File: config.mk
export PLATFORM = sky130hd
export DESIGN_NAME = axi_lite_reg_router_flat
export DESIGN_NICKNAME = d
export VERILOG_FILES = /design/src/rtl/axi_lite_reg_pkg.sv /design/src/rtl/axi_lite_reg_router_if.sv /design/src/rtl/reg_timeout_timer.sv /design/src/rtl/axi_lite_reg_router.sv /design/src/flat_wrapper.sv
export SDC_FILE = /design/constraint.sdc
export NUM_CORES = 1
export LEC_CHECK = 0
export ABC_AREA = 1
export CAP_MARGIN = 20
export CORE_MARGIN = 3
export CORE_UTILIZATION = 47
export CTS_CLUSTER_SIZE = 16
export DETAILED_ROUTE_END_ITERATION = 10
export PLACE_DENSITY_LB_ADDON = 0.15
export SLEW_MARGIN = 0
export SYNTH_ARGS = -nofsm -noshare
export SYNTH_HDL_FRONTEND = slang
export SYNTH_SLANG_ARGS = --single-unit
File: constraint.sdc
create_clock -name i_axi_clk -period 12.7 [get_ports i_axi_clk]
set_input_delay 3.175 -clock i_axi_clk [delete_from_list [all_inputs] [get_ports i_axi_clk]]
set_output_delay 3.175 -clock i_axi_clk [all_outputs]
set_load 0.05 [all_outputs]
File: src/rtl/axi_lite_reg_pkg.sv
// rtl/axi_lite_reg_pkg.sv - shared FSM encoding, port-select width and response constants
package axi_lite_reg_pkg;

    localparam int SEL_WIDTH = 3;

    typedef logic [SEL_WIDTH-1:0] sel_t;

    typedef enum logic [2:0] {
        ST_IDLE  = 3'd0,
        ST_WRITE = 3'd1,
        ST_READ  = 3'd2,
        ST_RESP  = 3'd3,
        ST_DRAIN = 3'd4
    } state_t;

    localparam logic RESP_VALID   = 1'b0;
    localparam logic RESP_INVALID = 1'b1;

endpackage

File: src/rtl/axi_lite_reg_router_if.sv
// rtl/axi_lite_reg_router_if.sv - upstream register bus plus downstream per-port bank signals
interface axi_lite_reg_router_if #(
    parameter int ADDR_WIDTH = 32,
    parameter int DATA_WIDTH = 32,
    parameter int NUM_PORTS  = 4
);
    logic [ADDR_WIDTH-1:0]           i_reg_address;
    logic                            i_reg_in_rdy;
    logic [DATA_WIDTH-1:0]           i_reg_in_data;
    logic                            o_reg_in_ack;
    logic                            i_reg_out_req;
    logic                            o_reg_out_rdy;
    logic [DATA_WIDTH-1:0]           o_reg_out_data;
    logic                            o_reg_invalid_addr;
    logic [ADDR_WIDTH-1:0]           o_port_address;
    logic [DATA_WIDTH-1:0]           o_port_in_data;
    logic [NUM_PORTS-1:0]            o_port_in_rdy;
    logic [NUM_PORTS-1:0]            i_port_in_ack;
    logic [NUM_PORTS-1:0]            o_port_out_req;
    logic [NUM_PORTS-1:0]            i_port_out_rdy;
    logic [NUM_PORTS*DATA_WIDTH-1:0] i_port_out_data;
    logic [NUM_PORTS-1:0]            i_port_invalid_addr;

    modport slave (
        input  i_reg_address, i_reg_in_rdy, i_reg_in_data, i_reg_out_req,
        input  i_port_in_ack, i_port_out_rdy, i_port_out_data, i_port_invalid_addr,
        output o_reg_in_ack, o_reg_out_rdy, o_reg_out_data, o_reg_invalid_addr,
        output o_port_address, o_port_in_data, o_port_in_rdy, o_port_out_req
    );

    modport master (
        output i_reg_address, i_reg_in_rdy, i_reg_in_data, i_reg_out_req,
        output i_port_in_ack, i_port_out_rdy, i_port_out_data, i_port_invalid_addr,
        input  o_reg_in_ack, o_reg_out_rdy, o_reg_out_data, o_reg_invalid_addr,
        input  o_port_address, o_port_in_data, o_port_in_rdy, o_port_out_req
    );
endinterface

File: src/rtl/reg_timeout_timer.sv
// rtl/reg_timeout_timer.sv - downstream reply watchdog; expired flags the last allowed request cycle
module reg_timeout_timer #(
    parameter int CYCLES = 256
) (
    input  logic clk,
    input  logic rst,
    input  logic load,
    input  logic enable,
    output logic expired
);
    localparam int CNT_W = $clog2(CYCLES + 1);

    logic [CNT_W-1:0] count;

    always_ff @(posedge clk or posedge rst) begin
        if (rst) begin
            count <= '0;
        end else if (load) begin
            count <= CNT_W'(CYCLES);
        end else if (enable && (count != '0)) begin
            count <= count - CNT_W'(1);
        end
    end

    // A count of one means this is the CYCLES-th request cycle; a reply now still wins.
    assign expired = enable && (count == CNT_W'(1));

endmodule

File: src/rtl/axi_lite_reg_router.sv
// rtl/axi_lite_reg_router.sv - routes one upstream register access at a time to a downstream bank
module axi_lite_reg_router
    import axi_lite_reg_pkg::*;
#(
    parameter int ADDR_WIDTH     = 32,
    parameter int DATA_WIDTH     = 32,
    parameter int NUM_PORTS      = 4,
    parameter int PORT_SEL_LSB   = 8,
    parameter int TIMEOUT_CYCLES = 256
) (
    input  logic                  i_axi_clk,
    input  logic                  i_axi_rst,
    axi_lite_reg_router_if.slave  bus
);
    state_t                state;
    logic                  is_write;
    logic [NUM_PORTS-1:0]  sel_mask;
    logic                  resp_invalid;
    logic [DATA_WIDTH-1:0] resp_data;

    sel_t                  req_sel;
    logic                  req_valid;
    logic [NUM_PORTS-1:0]  req_mask;
    logic                  timer_load;
    logic                  timer_enable;
    logic                  timer_expired;
    logic                  port_ack_hit;
    logic                  port_rdy_hit;
    logic                  port_invalid;
    logic [DATA_WIDTH-1:0] port_data;

    always_comb begin
        req_sel   = bus.i_reg_address[PORT_SEL_LSB +: SEL_WIDTH];
        req_valid = ({1'b0, req_sel} < (SEL_WIDTH + 1)'(NUM_PORTS));
        req_mask  = '0;
        for (int k = 0; k < NUM_PORTS; k++) begin
            req_mask[k] = (req_sel == SEL_WIDTH'(k));
        end
    end

    // Only the latched port's replies are visible; everything else is masked away.
    always_comb begin
        port_ack_hit = |(bus.i_port_in_ack & sel_mask);
        port_rdy_hit = |(bus.i_port_out_rdy & sel_mask);
        port_invalid = |(bus.i_port_invalid_addr & sel_mask);
        port_data    = '0;
        for (int k = 0; k < NUM_PORTS; k++) begin
            if (sel_mask[k]) begin
                port_data = bus.i_port_out_data[k*DATA_WIDTH +: DATA_WIDTH];
            end
        end
    end

    assign timer_load   = (state == ST_IDLE) && (bus.i_reg_in_rdy || bus.i_reg_out_req) && req_valid;
    assign timer_enable = (state == ST_WRITE) || (state == ST_READ);

    reg_timeout_timer #(
        .CYCLES (TIMEOUT_CYCLES)
    ) u_timer (
        .clk     (i_axi_clk),
        .rst     (i_axi_rst),
        .load    (timer_load),
        .enable  (timer_enable),
        .expired (timer_expired)
    );

    always_ff @(posedge i_axi_clk or posedge i_axi_rst) begin
        if (i_axi_rst) begin
            state                  <= ST_IDLE;
            is_write               <= 1'b0;
            sel_mask               <= '0;
            resp_invalid           <= 1'b0;
            resp_data              <= '0;
            bus.o_reg_in_ack       <= 1'b0;
            bus.o_reg_out_rdy      <= 1'b0;
            bus.o_reg_out_data     <= '0;
            bus.o_reg_invalid_addr <= 1'b0;
            bus.o_port_address     <= '0;
            bus.o_port_in_data     <= '0;
            bus.o_port_in_rdy      <= '0;
            bus.o_port_out_req     <= '0;
        end else begin
            bus.o_reg_in_ack       <= 1'b0;
            bus.o_reg_out_rdy      <= 1'b0;
            bus.o_reg_invalid_addr <= 1'b0;
            case (state)
                ST_IDLE: begin
                    if (bus.i_reg_in_rdy || bus.i_reg_out_req) begin
                        is_write           <= bus.i_reg_in_rdy;
                        bus.o_port_address <= bus.i_reg_address;
                        if (bus.i_reg_in_rdy) begin
                            bus.o_port_in_data <= bus.i_reg_in_data;
                        end
                        sel_mask     <= req_mask;
                        resp_data    <= '0;
                        resp_invalid <= req_valid ? RESP_VALID : RESP_INVALID;
                        if (!req_valid) begin
                            state <= ST_RESP;
                        end else if (bus.i_reg_in_rdy) begin
                            bus.o_port_in_rdy <= req_mask;
                            state             <= ST_WRITE;
                        end else begin
                            bus.o_port_out_req <= req_mask;
                            state              <= ST_READ;
                        end
                    end
                end
                ST_WRITE: begin
                    if (port_ack_hit) begin
                        bus.o_port_in_rdy <= '0;
                        resp_invalid      <= port_invalid;
                        state             <= ST_RESP;
                    end else if (timer_expired) begin
                        bus.o_port_in_rdy <= '0;
                        resp_invalid      <= RESP_INVALID;
                        state             <= ST_RESP;
                    end
                end
                ST_READ: begin
                    if (port_rdy_hit) begin
                        bus.o_port_out_req <= '0;
                        resp_invalid       <= port_invalid;
                        resp_data          <= port_data;
                        state              <= ST_RESP;
                    end else if (timer_expired) begin
                        bus.o_port_out_req <= '0;
                        resp_invalid       <= RESP_INVALID;
                        resp_data          <= '0;
                        state              <= ST_RESP;
                    end
                end
                ST_RESP: begin
                    if (is_write) begin
                        bus.o_reg_in_ack <= 1'b1;
                    end else begin
                        bus.o_reg_out_rdy  <= 1'b1;
                        bus.o_reg_out_data <= resp_data;
                    end
                    bus.o_reg_invalid_addr <= resp_invalid;
                    state                  <= ST_DRAIN;
                end
                ST_DRAIN: begin
                    // Wait out the held request level so it cannot relaunch.
                    if (is_write ? !bus.i_reg_in_rdy : !bus.i_reg_out_req) begin
                        state <= ST_IDLE;
                    end
                end
                default: state <= ST_IDLE;
            endcase
        end
    end

endmodule

File: src/flat_wrapper.sv
// flat-port wrapper written by rule: the top's interface ports become plain ports
module axi_lite_reg_router_flat import axi_lite_reg_pkg::*;
#(
    parameter int ADDR_WIDTH     = 32,
    parameter int DATA_WIDTH     = 32,
    parameter int NUM_PORTS      = 4,
    parameter int PORT_SEL_LSB   = 8,
    parameter int TIMEOUT_CYCLES = 256
)
  (i_axi_clk, i_axi_rst, bus_i_reg_address, bus_i_reg_in_rdy, bus_i_reg_in_data, bus_i_reg_out_req, bus_i_port_in_ack, bus_i_port_out_rdy, bus_i_port_out_data, bus_i_port_invalid_addr, bus_o_reg_in_ack, bus_o_reg_out_rdy, bus_o_reg_out_data, bus_o_reg_invalid_addr, bus_o_port_address, bus_o_port_in_data, bus_o_port_in_rdy, bus_o_port_out_req);
  axi_lite_reg_router_if #(.ADDR_WIDTH(ADDR_WIDTH), .DATA_WIDTH(DATA_WIDTH), .NUM_PORTS(NUM_PORTS)) bus_i ();
  input  logic i_axi_clk;
  input  logic i_axi_rst;
  input wire logic [$bits(bus_i.i_reg_address)-1:0] bus_i_reg_address;
  input wire logic [$bits(bus_i.i_reg_in_rdy)-1:0] bus_i_reg_in_rdy;
  input wire logic [$bits(bus_i.i_reg_in_data)-1:0] bus_i_reg_in_data;
  input wire logic [$bits(bus_i.i_reg_out_req)-1:0] bus_i_reg_out_req;
  input wire logic [$bits(bus_i.i_port_in_ack)-1:0] bus_i_port_in_ack;
  input wire logic [$bits(bus_i.i_port_out_rdy)-1:0] bus_i_port_out_rdy;
  input wire logic [$bits(bus_i.i_port_out_data)-1:0] bus_i_port_out_data;
  input wire logic [$bits(bus_i.i_port_invalid_addr)-1:0] bus_i_port_invalid_addr;
  output wire logic [$bits(bus_i.o_reg_in_ack)-1:0] bus_o_reg_in_ack;
  output wire logic [$bits(bus_i.o_reg_out_rdy)-1:0] bus_o_reg_out_rdy;
  output wire logic [$bits(bus_i.o_reg_out_data)-1:0] bus_o_reg_out_data;
  output wire logic [$bits(bus_i.o_reg_invalid_addr)-1:0] bus_o_reg_invalid_addr;
  output wire logic [$bits(bus_i.o_port_address)-1:0] bus_o_port_address;
  output wire logic [$bits(bus_i.o_port_in_data)-1:0] bus_o_port_in_data;
  output wire logic [$bits(bus_i.o_port_in_rdy)-1:0] bus_o_port_in_rdy;
  output wire logic [$bits(bus_i.o_port_out_req)-1:0] bus_o_port_out_req;
  assign bus_i.i_reg_address = bus_i_reg_address;
  assign bus_i.i_reg_in_rdy = bus_i_reg_in_rdy;
  assign bus_i.i_reg_in_data = bus_i_reg_in_data;
  assign bus_i.i_reg_out_req = bus_i_reg_out_req;
  assign bus_i.i_port_in_ack = bus_i_port_in_ack;
  assign bus_i.i_port_out_rdy = bus_i_port_out_rdy;
  assign bus_i.i_port_out_data = bus_i_port_out_data;
  assign bus_i.i_port_invalid_addr = bus_i_port_invalid_addr;
  assign bus_o_reg_in_ack = bus_i.o_reg_in_ack;
  assign bus_o_reg_out_rdy = bus_i.o_reg_out_rdy;
  assign bus_o_reg_out_data = bus_i.o_reg_out_data;
  assign bus_o_reg_invalid_addr = bus_i.o_reg_invalid_addr;
  assign bus_o_port_address = bus_i.o_port_address;
  assign bus_o_port_in_data = bus_i.o_port_in_data;
  assign bus_o_port_in_rdy = bus_i.o_port_in_rdy;
  assign bus_o_port_out_req = bus_i.o_port_out_req;
  axi_lite_reg_router #(.ADDR_WIDTH(ADDR_WIDTH), .DATA_WIDTH(DATA_WIDTH), .NUM_PORTS(NUM_PORTS), .PORT_SEL_LSB(PORT_SEL_LSB), .TIMEOUT_CYCLES(TIMEOUT_CYCLES)) u_core (.i_axi_clk(i_axi_clk), .i_axi_rst(i_axi_rst), .bus(bus_i));
endmodule
## Word level (Yosys, flattened, before mapping)

Index checks and enable logic that the tools add are counted.

| word-level totals | value |
|---|---|
| register bits after elaboration | 157 |
| bits in latches | 0 |
| memory bits (writable) | 0 |
| memory bits (read-only) | 0 |
| input bits | 208 |
| memories | 0 |

| cells by class | value |
|---|---|
| add/subtract/negate cells | 1 |
| multipliers | 0 |
| div/mod/pow operators | 0 |
| $lt $le $gt $ge | 1 |
| equality and inequality tests | 15 |
| shift operators | 0 |
| muxes and demuxes | 41 |
| bitwise operators | 4 |
| reduce and logical (&&, ||, !) cells | 26 |

Operators by type and width:

| operator | number |
|---|---|
| $mux W32 | 7 |
| $pmux W32 S2 | 1 |
| $mux W4 | 9 |
| $mux W3 | 6 |
| $mux W9 | 2 |
| $pmux W4 S2 | 2 |
| $pmux W3 S5 | 1 |
| $and A4 B4 Y4 | 3 |
| $eq A3 B2 Y1 const B | 4 |
| $reduce_or A4 Y1 | 3 |
| $mux W1 | 11 |
| $reduce_and A5 Y1 | 2 |
| $eq A9 B1 Y1 const B | 1 |
| $reduce_bool A9 Y1 | 1 |
| $sub A9 B1 Y9 const B | 1 |
| $reduce_and A2 Y1 | 4 |
| $eq A3 B1 Y1 const B | 2 |
| $logic_not A3 Y1 | 2 |
| $ne A2 B2 Y1 const B | 3 |
| $ne A3 B1 Y1 const B | 2 |
| $reduce_and A3 Y1 | 2 |
| $reduce_bool A2 Y1 | 3 |
| $logic_and A1 B1 Y1 | 4 |
| $ne A2 B1 Y1 const B | 2 |
| 8 further kinds | 10 |

## Depth between registers and ports, before layout

| depth | value |
|---|---|
| depth after elaboration | 6 |
| mapped depth | 10 |
| depth with buffers taken out | 10 |

## Modules after synthesis

From an unflattened synthesis, not the netlist that was laid out.

| second synthesis, totals | value |
|---|---|
| cells, all modules | 934 |
| area, all modules | 7618.6 µm² |

By module, submodules not included:

| module | instances | cells each | area an instance (µm²) |
|---|---|---|---|
| axi_lite_reg_router | 1 | 845 | 7003.0 |
| reg_timeout_timer | 1 | 89 | 615.6 |

## Worst setup path before layout

Ideal clock, no wire load.

| timing path | value |
|---|---|
| path kind | input to register |
| from | input bus_i_port_out_rdy[2] |
| to | register u_core.resp_data[14] |
| library setup time | 120 ps |
| arrival time | 3874 ps |
| required time | 12580 ps |
| path slack | 8705 ps |
| stages | 7 |
| cells stage by stage | nand2_1 nand2_1 o21ai_4 buf_6 nor2_1 o21ai_0 nand2_1 |

| on the way | value |
|---|---|
| cells in the longest elaborated chain, start to end | 4 |
| elaborated cells on any way between the ends | 6 |
| classes of those cells | eq/ne (1); mux (2); bitwise (1); reduce/logical (2) |

Ends and longest elaborated chain:

| item | RTL line | source |
|---|---|---|
| start, declared | flat_wrapper.sv:19 | `input wire logic [$bits(bus_i.i_port_out_rdy)-1:0] bus_i_port_out_rdy;` |
| $and A4 B4 Y4 (*) | axi_lite_reg_router.sv:44 | `port_rdy_hit = \|(bus.i_port_out_rdy & sel_mask);` |
| $reduce_or A4 Y1 (*) | axi_lite_reg_router.sv:44 |  |
| $ne A3 B1 Y1 (no source line) / $mux W32 (equally long branches) | - |  |
| $reduce_and A3 Y1 (no source line) / $pmux W32 S2 (equally long branches) | - |  |
| end signal, assigned | axi_lite_reg_router.sv:123 | `resp_data <= port_data;` |
| end, declared | axi_lite_reg_router.sv:19 | `logic [DATA_WIDTH-1:0] resp_data;` |

Mark *: on every way between the ends. The rest lies on a longest branch, timed or not.
A chain may end at the register's enable or synchronous reset.

## Final worst setup path

| timing path | value |
|---|---|
| from | register u_core.bus.o_reg_out_data[0] |
| to | output bus_o_reg_out_data[0] |

RTL lines:

| item | RTL line | source |
|---|---|---|
| start, declared | axi_lite_reg_router_if.sv:27 | `output o_reg_in_ack, o_reg_out_rdy, o_reg_out_data, o_reg_invalid_addr,` |
| start signal, assigned | axi_lite_reg_router.sv:137 | `bus.o_reg_out_data <= resp_data;` |
| end, declared | flat_wrapper.sv:24 | `output wire logic [$bits(bus_i.o_reg_out_data)-1:0] bus_o_reg_out_data;` |

No word-level cell between the ends.

==> flow_summary.json <==
{
  "fin_nets": 1423,
  "drive_gt1_share_pct": 8.65,
  "core_area_mm2": 0.0159,
  "reg2reg_from": "u_core.sel_mask[1]$_DFFE_PP0P_",
  "dieHeight_um": 134,
  "finalSetupTns_ps": 0,
  "report.final.hold_viol_count": 0,
  "crit_slowest_cell": "clkdlybuf4s50_1",
  "final.setup.worst_slack_ps": 7870,
  "syn_inst": 919,
  "initial_core_util_pct": 48.2,
  "clk_pin_slew_ps": 60,
  "finalSetupViolations": 0,
  "reg2regPathDepth": 9,
  "placed_cell_area_mm2": 0.0109,
  "post-route-util_pct": 71.7,
  "layout_min_cycle_time_ps": 4830,
  "path_delay_family": "buffers and inverters",
  "crit_path_end": "bus_o_reg_out_data[0]",
  "wl_per_cell_um": 16.8,
  "rsz0062_at_grt": "no",
  "pwr-share-seq_pct": 27.0,
  "switching_share_pct": 49.5,
  "postCtsSetupRepairBufs": 0,
  "clkLatencyLatePin_ps": 420,
  "dieArea_mm2": 0.0179,
  "max-cap-violations": 0,
  "maxSlewHeadroom_pct": 30.3,
  "overflow": 0,
  "vias": 7201,
  "cts_resized": 0,
  "status": "finished, final reports clean",
  "start_kind": "register",
  "ant_nets": 0,
  "areaGrowthSynthToFinish_pct": 48.8,
  "ioPinCount": 315,
  "cp.depth": 1,
  "io_buffers": 314,
  "synth_area_mm2": 0.00768,
  "skew_ps": 8.20,
  "yosysSeqAreaShare_pct": 51.1,
  "p_sw_mw": 1.62,
  "worstReg2RegEnd": "u_core.resp_invalid$_DFFE_PP0P_",
  "p_per_area_mw_per_mm2": 285,
  "yosys_warnings": 0,
  "gp_congestion": 0.816,
  "drc_errors": 0,
  "final_area_mm2": 0.0114,
  "hold_path.class": "register to register",
  "dp_hpwl_um": 17400,
  "ys_types": 36,
  "antennaDiodeCount": 0,
  "r2r_slack_ps": 10530,
  "crit_path_end_kind": "primary output",
  "leakagePower_nw": 5.57,
  "crit_start": "u_core.bus.o_reg_out_data[0]$_DFFE_PP0P_",
  "clock_path_buffers": 2,
  "cts_root_buf": "clkbuf_16",
  "pre_cts_ws_ps": 7480,
  "crit_arrival_ps": 1650,
  "htreeDepth": 4,
  "synth_nets": 1130,
  "grt_max_degree": 91,
  "crit_chain": "clkdlybuf4s50_1",
  "drt_iter0_markers": 521,
  "synth-seq-cells": 157,
  "grt_pass1_wl_um": 38000,
  "crit_buf_inv": 1,
  "cts_made_buffers": 17,
  "dieWidth_um": 134,
  "grt_pass1_vias": 7129,
  "rows": 46,
  "clkPwrFrac_pct": 14.1,
  "p_int_mw": 1.65,
  "track_usage_pct": 26.7,
  "cp_max_fo": 2,
  "crit_path_max_incr_delay_ps": 860,
  "cts_tree": "done",
  "first_pass_iters": 5,
  "fmax_ghz": 0.207,
  "drv_slew": 0,
  "drt-total-wl_um": 24200,
  "holdBufCountCts": 0,
  "antenna_found_initial": 0,
  "worstSetupPathType": "register to primary output",
  "numClockSinks": 157,
  "tightestPinTransition_ps": 1040,
  "fin_crit_sh_pct": 38.0,
  "max-vdd-ir-drop_uv": 202,
  "drt-vias-per-instance": 5.00,
  "pwr-share-comb_pct": 58.9,
  "crit_required_ps": 9520,
  "p_total_mw": 3.26,
  "synth.avg_cell_area_um2": 8.36
}
## flip-flops by register name, indices dropped and copies added, names as in the netlist
name,flops
u_core.bus.o_reg_out_rdy,1
u_core.bus.o_port_out_req,4
u_core.is_write,1
u_core.bus.o_reg_in_ack,1
u_core.sel_mask,4
u_core.bus.o_port_in_data,32
u_core.bus.o_port_address,32
u_core.resp_data,32
u_core.bus.o_reg_out_data,32
u_core.bus.o_port_in_rdy,4
u_core.state,3
u_core.u_timer.count,9
u_core.resp_invalid,1
u_core.bus.o_reg_invalid_addr,1
## worst min-delay path by stage
| stage | start | slack [ps] | depth (start not counted) | endpoint |
|---|---|---|---|---|
| after floorplan | u_core.resp_data[0]$_DFFE_PP0P_ | 440 | 2 | u_core.bus.o_reg_out_data[0]$_DFFE_PP0P_ |
| after global placement | u_core.resp_data[21]$_DFFE_PP0P_ | 450 | 2 | u_core.bus.o_reg_out_data[21]$_DFFE_PP0P_ |
| after detailed placement | u_core.resp_data[14]$_DFFE_PP0P_ | 450 | 2 | u_core.bus.o_reg_out_data[14]$_DFFE_PP0P_ |
| after CTS | u_core.resp_data[14]$_DFFE_PP0P_ | 470 | 2 | u_core.bus.o_reg_out_data[14]$_DFFE_PP0P_ |
| after global routing | u_core.resp_data[6]$_DFFE_PP0P_ | 490 | 2 | u_core.resp_data[6]$_DFFE_PP0P_ |
| final | u_core.resp_data[6]$_DFFE_PP0P_ | 470 | 2 | u_core.bus.o_reg_out_data[6]$_DFFE_PP0P_ |
## synthesized netlist by cell type, drive strengths merged
| cell type | number | area [µm²] |
|---|---|---|
| clkbuf | 22 | 82.6 |
| dfrtp | 157 | 3930 |
| o22ai | 1 | 6.26 |
| xnor2 | 1 | 8.76 |
| inv | 32 | 130 |
| o21ai | 51 | 267 |
| a21oi | 15 | 75.1 |
| xor2 | 2 | 17.5 |
| nand4 | 7 | 43.8 |
| nand2 | 360 | 1420 |
| nand3 | 54 | 283 |
| or2 | 1 | 6.26 |
| mux2 | 32 | 469 |
| ha | 3 | 37.5 |
| a31oi | 25 | 156 |
| buf | 25 | 208 |
| o21a | 2 | 16.3 |
| nand3b | 2 | 15.0 |
| nor3 | 2 | 15.0 |
| nor2 | 125 | 494 |
## layout make-up
cell class	count	area [µm²]
repair buffers	321	3240
multi-input cells	683	3330
fillers	1260	4510
clock buffers	22	464
inverters	32	135
flip-flops and latches	157	3930
well taps	216	270
clock inverters	10	67.6
## logic make-up after synthesis
logic type	after synthesis	synth area share, %
AO/OA/AOI/OAI	94	6.77
XOR/XNOR	3	0.342
adder cells (fa/ha/maj)	3	0.489
buffers and inverters	79	5.47
flip-flops	157	51.1
multiplexers	32	6.11
AND/OR/NAND/NOR	551	29.7
## metrics by stage
stage,std cells,hold slack (ps)
after floorplan,919,442
after global placement,1407,447
after detailed placement,1409,453
after CTS,1441,469
after global routing,1441,487
final,1441,467
## layer usage
layer	part of all wire (%)	track usage, %
met1	41	34.9
met2	49	43.9
met3	7.6	7.09
met4	2.1	8.23
met5	0	0
## power groups by stage
stage                     logic [mW]  clock network [mW]  registers, mW
after floorplan                0.775                   0           1.42
after detailed placement        1.93                   0          0.876
after CTS                       1.93               0.467          0.878
after global routing            2.06               0.491          0.907
after global placement          1.89                   0          0.873
final                           1.92               0.462          0.880
## cell usage in the layout (no fill, tap or decap), drive strengths merged, types with 22 or more instances in the layout
cell	n
o21ai	51
dfrtp	157
nor2	125
clkbuf	22
inv	32
a31oi	25
nand2	360
nand3	54
mux2	32
clkdlybuf4s50	314
No activity file was read; power rests on OpenSTA's default activity.
